`src/rtl/truth_table_sweeper.sv`:
```
// Sweeps every input vector of a small combinational DUT, captures its truth table
// and reports how it differs from an expected minterm mask.
module truth_table_sweeper #(
    parameter int N_IN   = 4,
    parameter int SETTLE = 2,
    localparam int N_VEC = 1 << N_IN
) (
    input  logic              clk,
    input  logic              rst_n,
    input  logic              start,
    input  logic              abort,
    input  logic [N_VEC-1:0]  expected,
    output logic [N_IN-1:0]   dut_in,
    input  logic              dut_f,
    output logic              busy,
    output logic              done,
    output logic [N_VEC-1:0]  tt,
    output logic              match,
    output logic [N_IN:0]     mismatch_count,
    output logic [N_IN-1:0]   first_fail_idx
);

    typedef enum logic [1:0] {
        ST_IDLE,
        ST_APPLY,
        ST_DONE
    } state_t;

    state_t             state_q, state_d;
    logic [N_IN-1:0]    idx_q, idx_d;
    logic [3:0]         settle_q, settle_d;
    logic [N_VEC-1:0]   exp_q, exp_d;
    logic [N_VEC-1:0]   tt_q, tt_d;
    logic [N_IN:0]      cnt_q, cnt_d;
    logic [N_IN-1:0]    ff_q, ff_d;
    logic [N_IN-1:0]    din_q, din_d;
    logic               done_q, done_d;
    logic               match_q, match_d;

    always_ff @(posedge clk or negedge rst_n) begin
        if (!rst_n) begin
            state_q  <= ST_IDLE;
            idx_q    <= '0;
            settle_q <= '0;
            exp_q    <= '0;
            tt_q     <= '0;
            cnt_q    <= '0;
            ff_q     <= '0;
            din_q    <= '0;
            done_q   <= 1'b0;
            match_q  <= 1'b0;
        end else begin
            state_q  <= state_d;
            idx_q    <= idx_d;
            settle_q <= settle_d;
            exp_q    <= exp_d;
            tt_q     <= tt_d;
            cnt_q    <= cnt_d;
            ff_q     <= ff_d;
            din_q    <= din_d;
            done_q   <= done_d;
            match_q  <= match_d;
        end
    end

    always_comb begin
        state_d  = state_q;
        idx_d    = idx_q;
        settle_d = settle_q;
        exp_d    = exp_q;
        tt_d     = tt_q;
        cnt_d    = cnt_q;
        ff_d     = ff_q;
        din_d    = din_q;
        done_d   = 1'b0;
        match_d  = match_q;

        case (state_q)
            ST_IDLE, ST_DONE: begin
                if (start) begin
                    state_d  = ST_APPLY;
                    exp_d    = expected;
                    tt_d     = '0;
                    cnt_d    = '0;
                    ff_d     = '0;
                    match_d  = 1'b0;
                    idx_d    = '0;
                    din_d    = '0;
                    settle_d = '0;
                end
            end
            ST_APPLY: begin
                if (abort) begin
                    state_d  = ST_IDLE;
                    match_d  = 1'b0;
                    din_d    = '0;
                    idx_d    = '0;
                    settle_d = '0;
                end else begin
                    settle_d = settle_q + 4'd1;
                    // Sample in the last cycle of the settle window, then move on.
                    if (settle_q == 4'(SETTLE - 1)) begin
                        tt_d[idx_q] = dut_f;
                        if (dut_f != exp_q[idx_q]) begin
                            cnt_d = cnt_q + (N_IN + 1)'(1);
                            if (cnt_q == '0) begin
                                ff_d = idx_q;
                            end
                        end
                        settle_d = '0;
                        if (idx_q == N_IN'(N_VEC - 1)) begin
                            state_d = ST_DONE;
                            done_d  = 1'b1;
                            match_d = (cnt_d == '0);
                        end else begin
                            idx_d = idx_q + N_IN'(1);
                            din_d = idx_q + N_IN'(1);
                        end
                    end
                end
            end
            default: begin
                state_d = ST_IDLE;
            end
        endcase
    end

    assign dut_in         = din_q;
    assign busy           = (state_q == ST_APPLY);
    assign done           = done_q;
    assign tt             = tt_q;
    assign match          = match_q;
    assign mismatch_count = cnt_q;
    assign first_fail_idx = ff_q;

endmodule

```
`config.mk`:
```
export PLATFORM = sky130hd
export DESIGN_NAME = truth_table_sweeper
export DESIGN_NICKNAME = d
export VERILOG_FILES = /design/src/rtl/truth_table_sweeper.sv
export SDC_FILE = /design/constraint.sdc
export NUM_CORES = 1
export LEC_CHECK = 0
export CAP_MARGIN = 5
export CORE_MARGIN = 3
export CORE_UTILIZATION = 30
export DETAILED_ROUTE_END_ITERATION = 8
export PLACE_DENSITY = 0.48
export SYNTH_ARGS = -nofsm -noshare
export SYNTH_HDL_FRONTEND = slang
export SYNTH_SLANG_ARGS = --single-unit
```
`constraint.sdc`:
```
create_clock -name clk -period 6.4 [get_ports clk]
set_input_delay 0.64 -clock clk [delete_from_list [all_inputs] [get_ports clk]]
set_output_delay 0.64 -clock clk [all_outputs]
set_load 0.05 [all_outputs]
```
**Word level (Yosys, flattened, before mapping)**

Cells that the tools add are included.

- Output and inout port bits: 32
- Word-level logic and storage cells: 84
- Flip-flop bits (word level): 53

- Muxes and demuxes: 44
- Magnitude comparators: 2
- Reduce and logical (&&, ||, !) cells: 13
- Equal/unequal tests: 13
- Add/subtract/negate cells: 3

Operators by type and width:

| kind | count |
|---|---|
| $mux W16 | 3 |
| $mux W4 | 10 |
| $mux W5 | 7 |
| $pmux W16 S2 | 1 |
| $pmux W4 S2 | 3 |
| $bwmux W16 | 1 |
| $reduce_and A4 Y1 | 3 |
| $logic_not A5 Y1 | 2 |
| $mux W1 | 10 |
| $pmux W5 S2 | 1 |
| $add A4 B1 Y4 const B | 2 |
| $mux W2 | 4 |
| $ne A2 B1 Y1 const B | 3 |
| $ne A3 B2 Y1 const B | 2 |
| $reduce_and A6 Y1 | 1 |
| $add A5 B1 Y5 const B | 1 |
| $lt A4 B5 Y1 const B | 1 |
| $bmux W1 S4 | 1 |
| $demux W1 S4 | 1 |
| $eq A4 B1 Y1 const B | 1 |
| $eq A4 B4 Y1 const B | 1 |
| $ge A4 B1 Y1 const B | 1 |
| $ne A2 B2 Y1 const B | 2 |
| $pmux W2 S2 | 1 |
| other kinds (11) | 12 |

**Logic depth before layout (Yosys ltp)**

- Word-level depth: 12
- Depth in mapped cells: 9
- Gate-level depth less buffers: 8

**Least setup slack after synthesis**

Ideal clock, no wire load.

- Path kind: reg2reg
- Start: register dut_in[1] (netlist name)
- End: register cnt_q[3] (netlist: mismatch_count[3])
- Period minus slack after synthesis: 2.843 ns
- Arrival time: 2.757 ns
- Stages on the path, launching flop included: 9
- Path buffers: 2
- Path slack: 3.557 ns
- Cell sequence: dfrtp_1 -> buf_6 -> mux4_1 -> mux4_2 -> xor2_1 -> and2_4 -> buf_6 -> and4_4 -> mux2i_1

RTL lines:

| item | line | source |
|---|---|---|
| end signal, assigned | 58 | `cnt_q <= cnt_d;` |
| end, declared | 34 | `logic [N_IN:0] cnt_q, cnt_d;` |

==> run_results.csv <==
group,metric,value,unit
grt,grt_use_total,14.0,%
cts,cts_tree,"done",
cts,htreeDepth,2,
floorplan,core,8300,µm²
timing,clock.fmax,354,MHz
setup_path,path_buf_inv,0,
cts,cts_buffers,5,
cells_and_area,nNetsFinal,355,
synth,netlist_area,2590,µm²
grt,grt_max_degree,54,
synth,postSynthAreaPerCell,9.27,µm²
setup_path,worstPathCellList,"mux4_1 -> mux4_2 -> xor2_1 -> and2_4 -> and4_4 -> mux2i_1",
floorplan,die_area,9800,µm²
timing,skew,0.00594,ns
grt,grt_pass1_wl,11000,µm
route,wl_per_cell,15.2,µm
timing,finalHoldViolations,0,
synth,postSynth.asyncResetShare,100,%
job,maxCapViolations,0,
synth,yosys_warnings,0,
cts,path_clk_slew,0.10,ns
synth,synth_top_flop_cell,"dfrtp_1",
grt,first_global_vias,2191,
placement,place_ws,3.49,ns
route,drc,0,
cells_and_area,drive_gt1_share,5.81,%
grt,grt_antenna_before_repair,0,
cells_and_area,n_antenna_cell,0,
route,first_iter_violations,101,
setup_path,critical_path.top_delay_family,"multiplexers",
placement,gp_congestion,0.765,
placement,dp_hpwl,4620,µm
timing,setup_viol,0,
timing,timing.slew.headroom,34.9,%
route,routed_via_density,4.88,
cts,clk_path_buf_depth,2,
floorplan,die_h,99.0,µm
cells_and_area,register_area,1330,µm²
cts,cts.sinks,53,
setup_path,worstPathArrival,3.05,ns
synth,syn_inst,280,
status,run_status,"completed",
cts,clockRootBuffer,"clkbuf_8",
timing,worst_pin_slew,0.976,ns
timing,rsz0062_at_grt,"no",
route,antenna_left,0,
cts,cts_setup_buffers,0,
timing,tns,0,ns
timing,slew_violations,0,
cts,cts_hold_buffers,0,
timing,min_period,2.82,ns
setup_path,critPathMaxStageDelay,0.65,ns
route,totalWireLength,6590,µm
setup_path,critPathSlowestCell,"dfrtp_1",
synth,yosys_register_bits,53,
synth,yosysSeqAreaShare,51.1,%
cells_and_area,fill_cells,868,
hold_path,worstHoldPathType,"in2async",
setup_path,critPathLaunchType,"flip-flop",
synth,synth_nets,309,
power,power-per-cell-area,238,nW/µm²
synth,synth_edf_count,0,
cts,clk-insertion-delay-late,0.30,ns
placement,portBuffers,52,
route,vias,2108,
route,drtPass1Iterations,4,
grt,overflow,0,
cts,cts_resized,0,
floorplan,ios,53,
floorplan,fp-row-count,33,
setup_path,worst-path-max-fanout,10,
cells_and_area,syn2layout_area_growth,27.2,%
cells_and_area,final_common_cell,"nand2_1",
setup_path,cp.required,6.63,ns
floorplan,die_w,99.0,µm
floorplan,start_util,31.3,%
setup_path,path_class,"reg2reg",
timing,fin_ws,3.58,ns
cells_and_area,multi_input_area,1160,µm²
power,ir_drop,0.0932,mV
timing,min_period_over_period,44.1,%
synth,synth_cell_type_count,33,
cells_and_area,most-common-layout-cells,"nand2_1 (76), dfrtp_1 (53), clkdlybuf4s50_1 (51)",
power,leakage,1.48,nW
setup_path,endpoint_kind,"flip-flop",
power by group:
group / total [mW] / leakage, nW / switching (mW) / internal [mW]
Sequential: 0.386 / 0.710 / 0.0227 / 0.364
Combinational: 0.162 / 0.710 / 0.0985 / 0.0633
Clock: 0.239 / 0.0585 / 0.111 / 0.128
synth_stat cells (2+ instances only):
| library cell | count | area [µm²] |
|---|---|---|
| a21oi_1 | 17 | 85.1 |
| a31oi_1 | 4 | 25.0 |
| buf_6 | 2 | 22.5 |
| clkbuf_1 | 12 | 45.0 |
| dfrtp_1 | 53 | 1330 |
| ha_1 | 8 | 100 |
| inv_1 | 9 | 33.8 |
| mux2i_1 | 7 | 70.1 |
| mux4_2 | 4 | 90.1 |
| nand2_1 | 76 | 285 |
| nand2b_1 | 4 | 25.0 |
| nand3_1 | 7 | 35.0 |
| nand4_1 | 2 | 12.5 |
| nor2_1 | 11 | 41.3 |
| o21ai_0 | 43 | 215 |
| o22ai_1 | 2 | 12.5 |
| or3b_2 | 2 | 17.5 |
| xnor2_1 | 2 | 17.5 |
sequential cells by signal, summed over array words and instances, names as in the netlist:
register        count
settle_q            4
match               1
state_q             2
done                1
mismatch_count      5
dut_in              4
first_fail_idx      4
tt                 16
exp_q              16
final timing paths:
kind | startpoint | end | slack [ns] | cells after the start
worst max register to register | dut_in[1] | mismatch_count[3] | 3.58 | 6
worst max-delay path | dut_in[1] | mismatch_count[3] | 3.58 | 6
worst min-delay path | rst_n | settle_q[2] | 0.45 | 2
max in group asynchronous | rst_n | mismatch_count[3] | 5.49 | 2
min in group clk | exp_q[4] | exp_q[4] | 0.48 | 2
worst min register to register | exp_q[4] | exp_q[4] | 0.48 | 2
logic make-up after synthesis:
logic type	count (synthesis)	share of synthesized area [%]
buffers and inverters	24	4.05
xor gates and xnor gates	3	1.01
and+or+nand+nor	109	18.1
muxes	12	7.18
adders and majority gates	8	3.86
AOI/OAI and AO/OA	71	14.7
DFF	53	51.1
final cells by class:
class	instances	share of cell area, %
multi-input cells	203	35.2
clock buffers	7	2.61
repair buffers	54	16.1
inverters	9	1.02
well taps	105	3.98
flip-flops and latches	53	40.2
clock inverters	1	0.909
routing by layer:
metal  share of wire (%)  wire (µm)  global-route usage, %  vias to the layer above
met5                   0          0                      0                        -
met4                0.99         65                   4.31                        0
met3                 3.9        257                   2.83                        5
met2                  47       3090                   22.4                       34
met1                  48       3180                   19.0                     1018
li1                    -          -                      -                     1051
metrics by stage:
stage	utilization (%)	cell area (µm²)	power (mW)	std cells	hold slack [ns]
floorplan	-	2590	0.498	280	0.344
global placement	38.4	3190	0.557	424	0.454
detailed placement	38.4	3190	0.557	424	0.461
CTS	39.8	3300	0.798	432	0.485
finish	39.8	3300	0.786	432	0.450
global route	39.8	3300	0.833	432	0.512
Note: power is estimated with default switching activity, not from simulation.
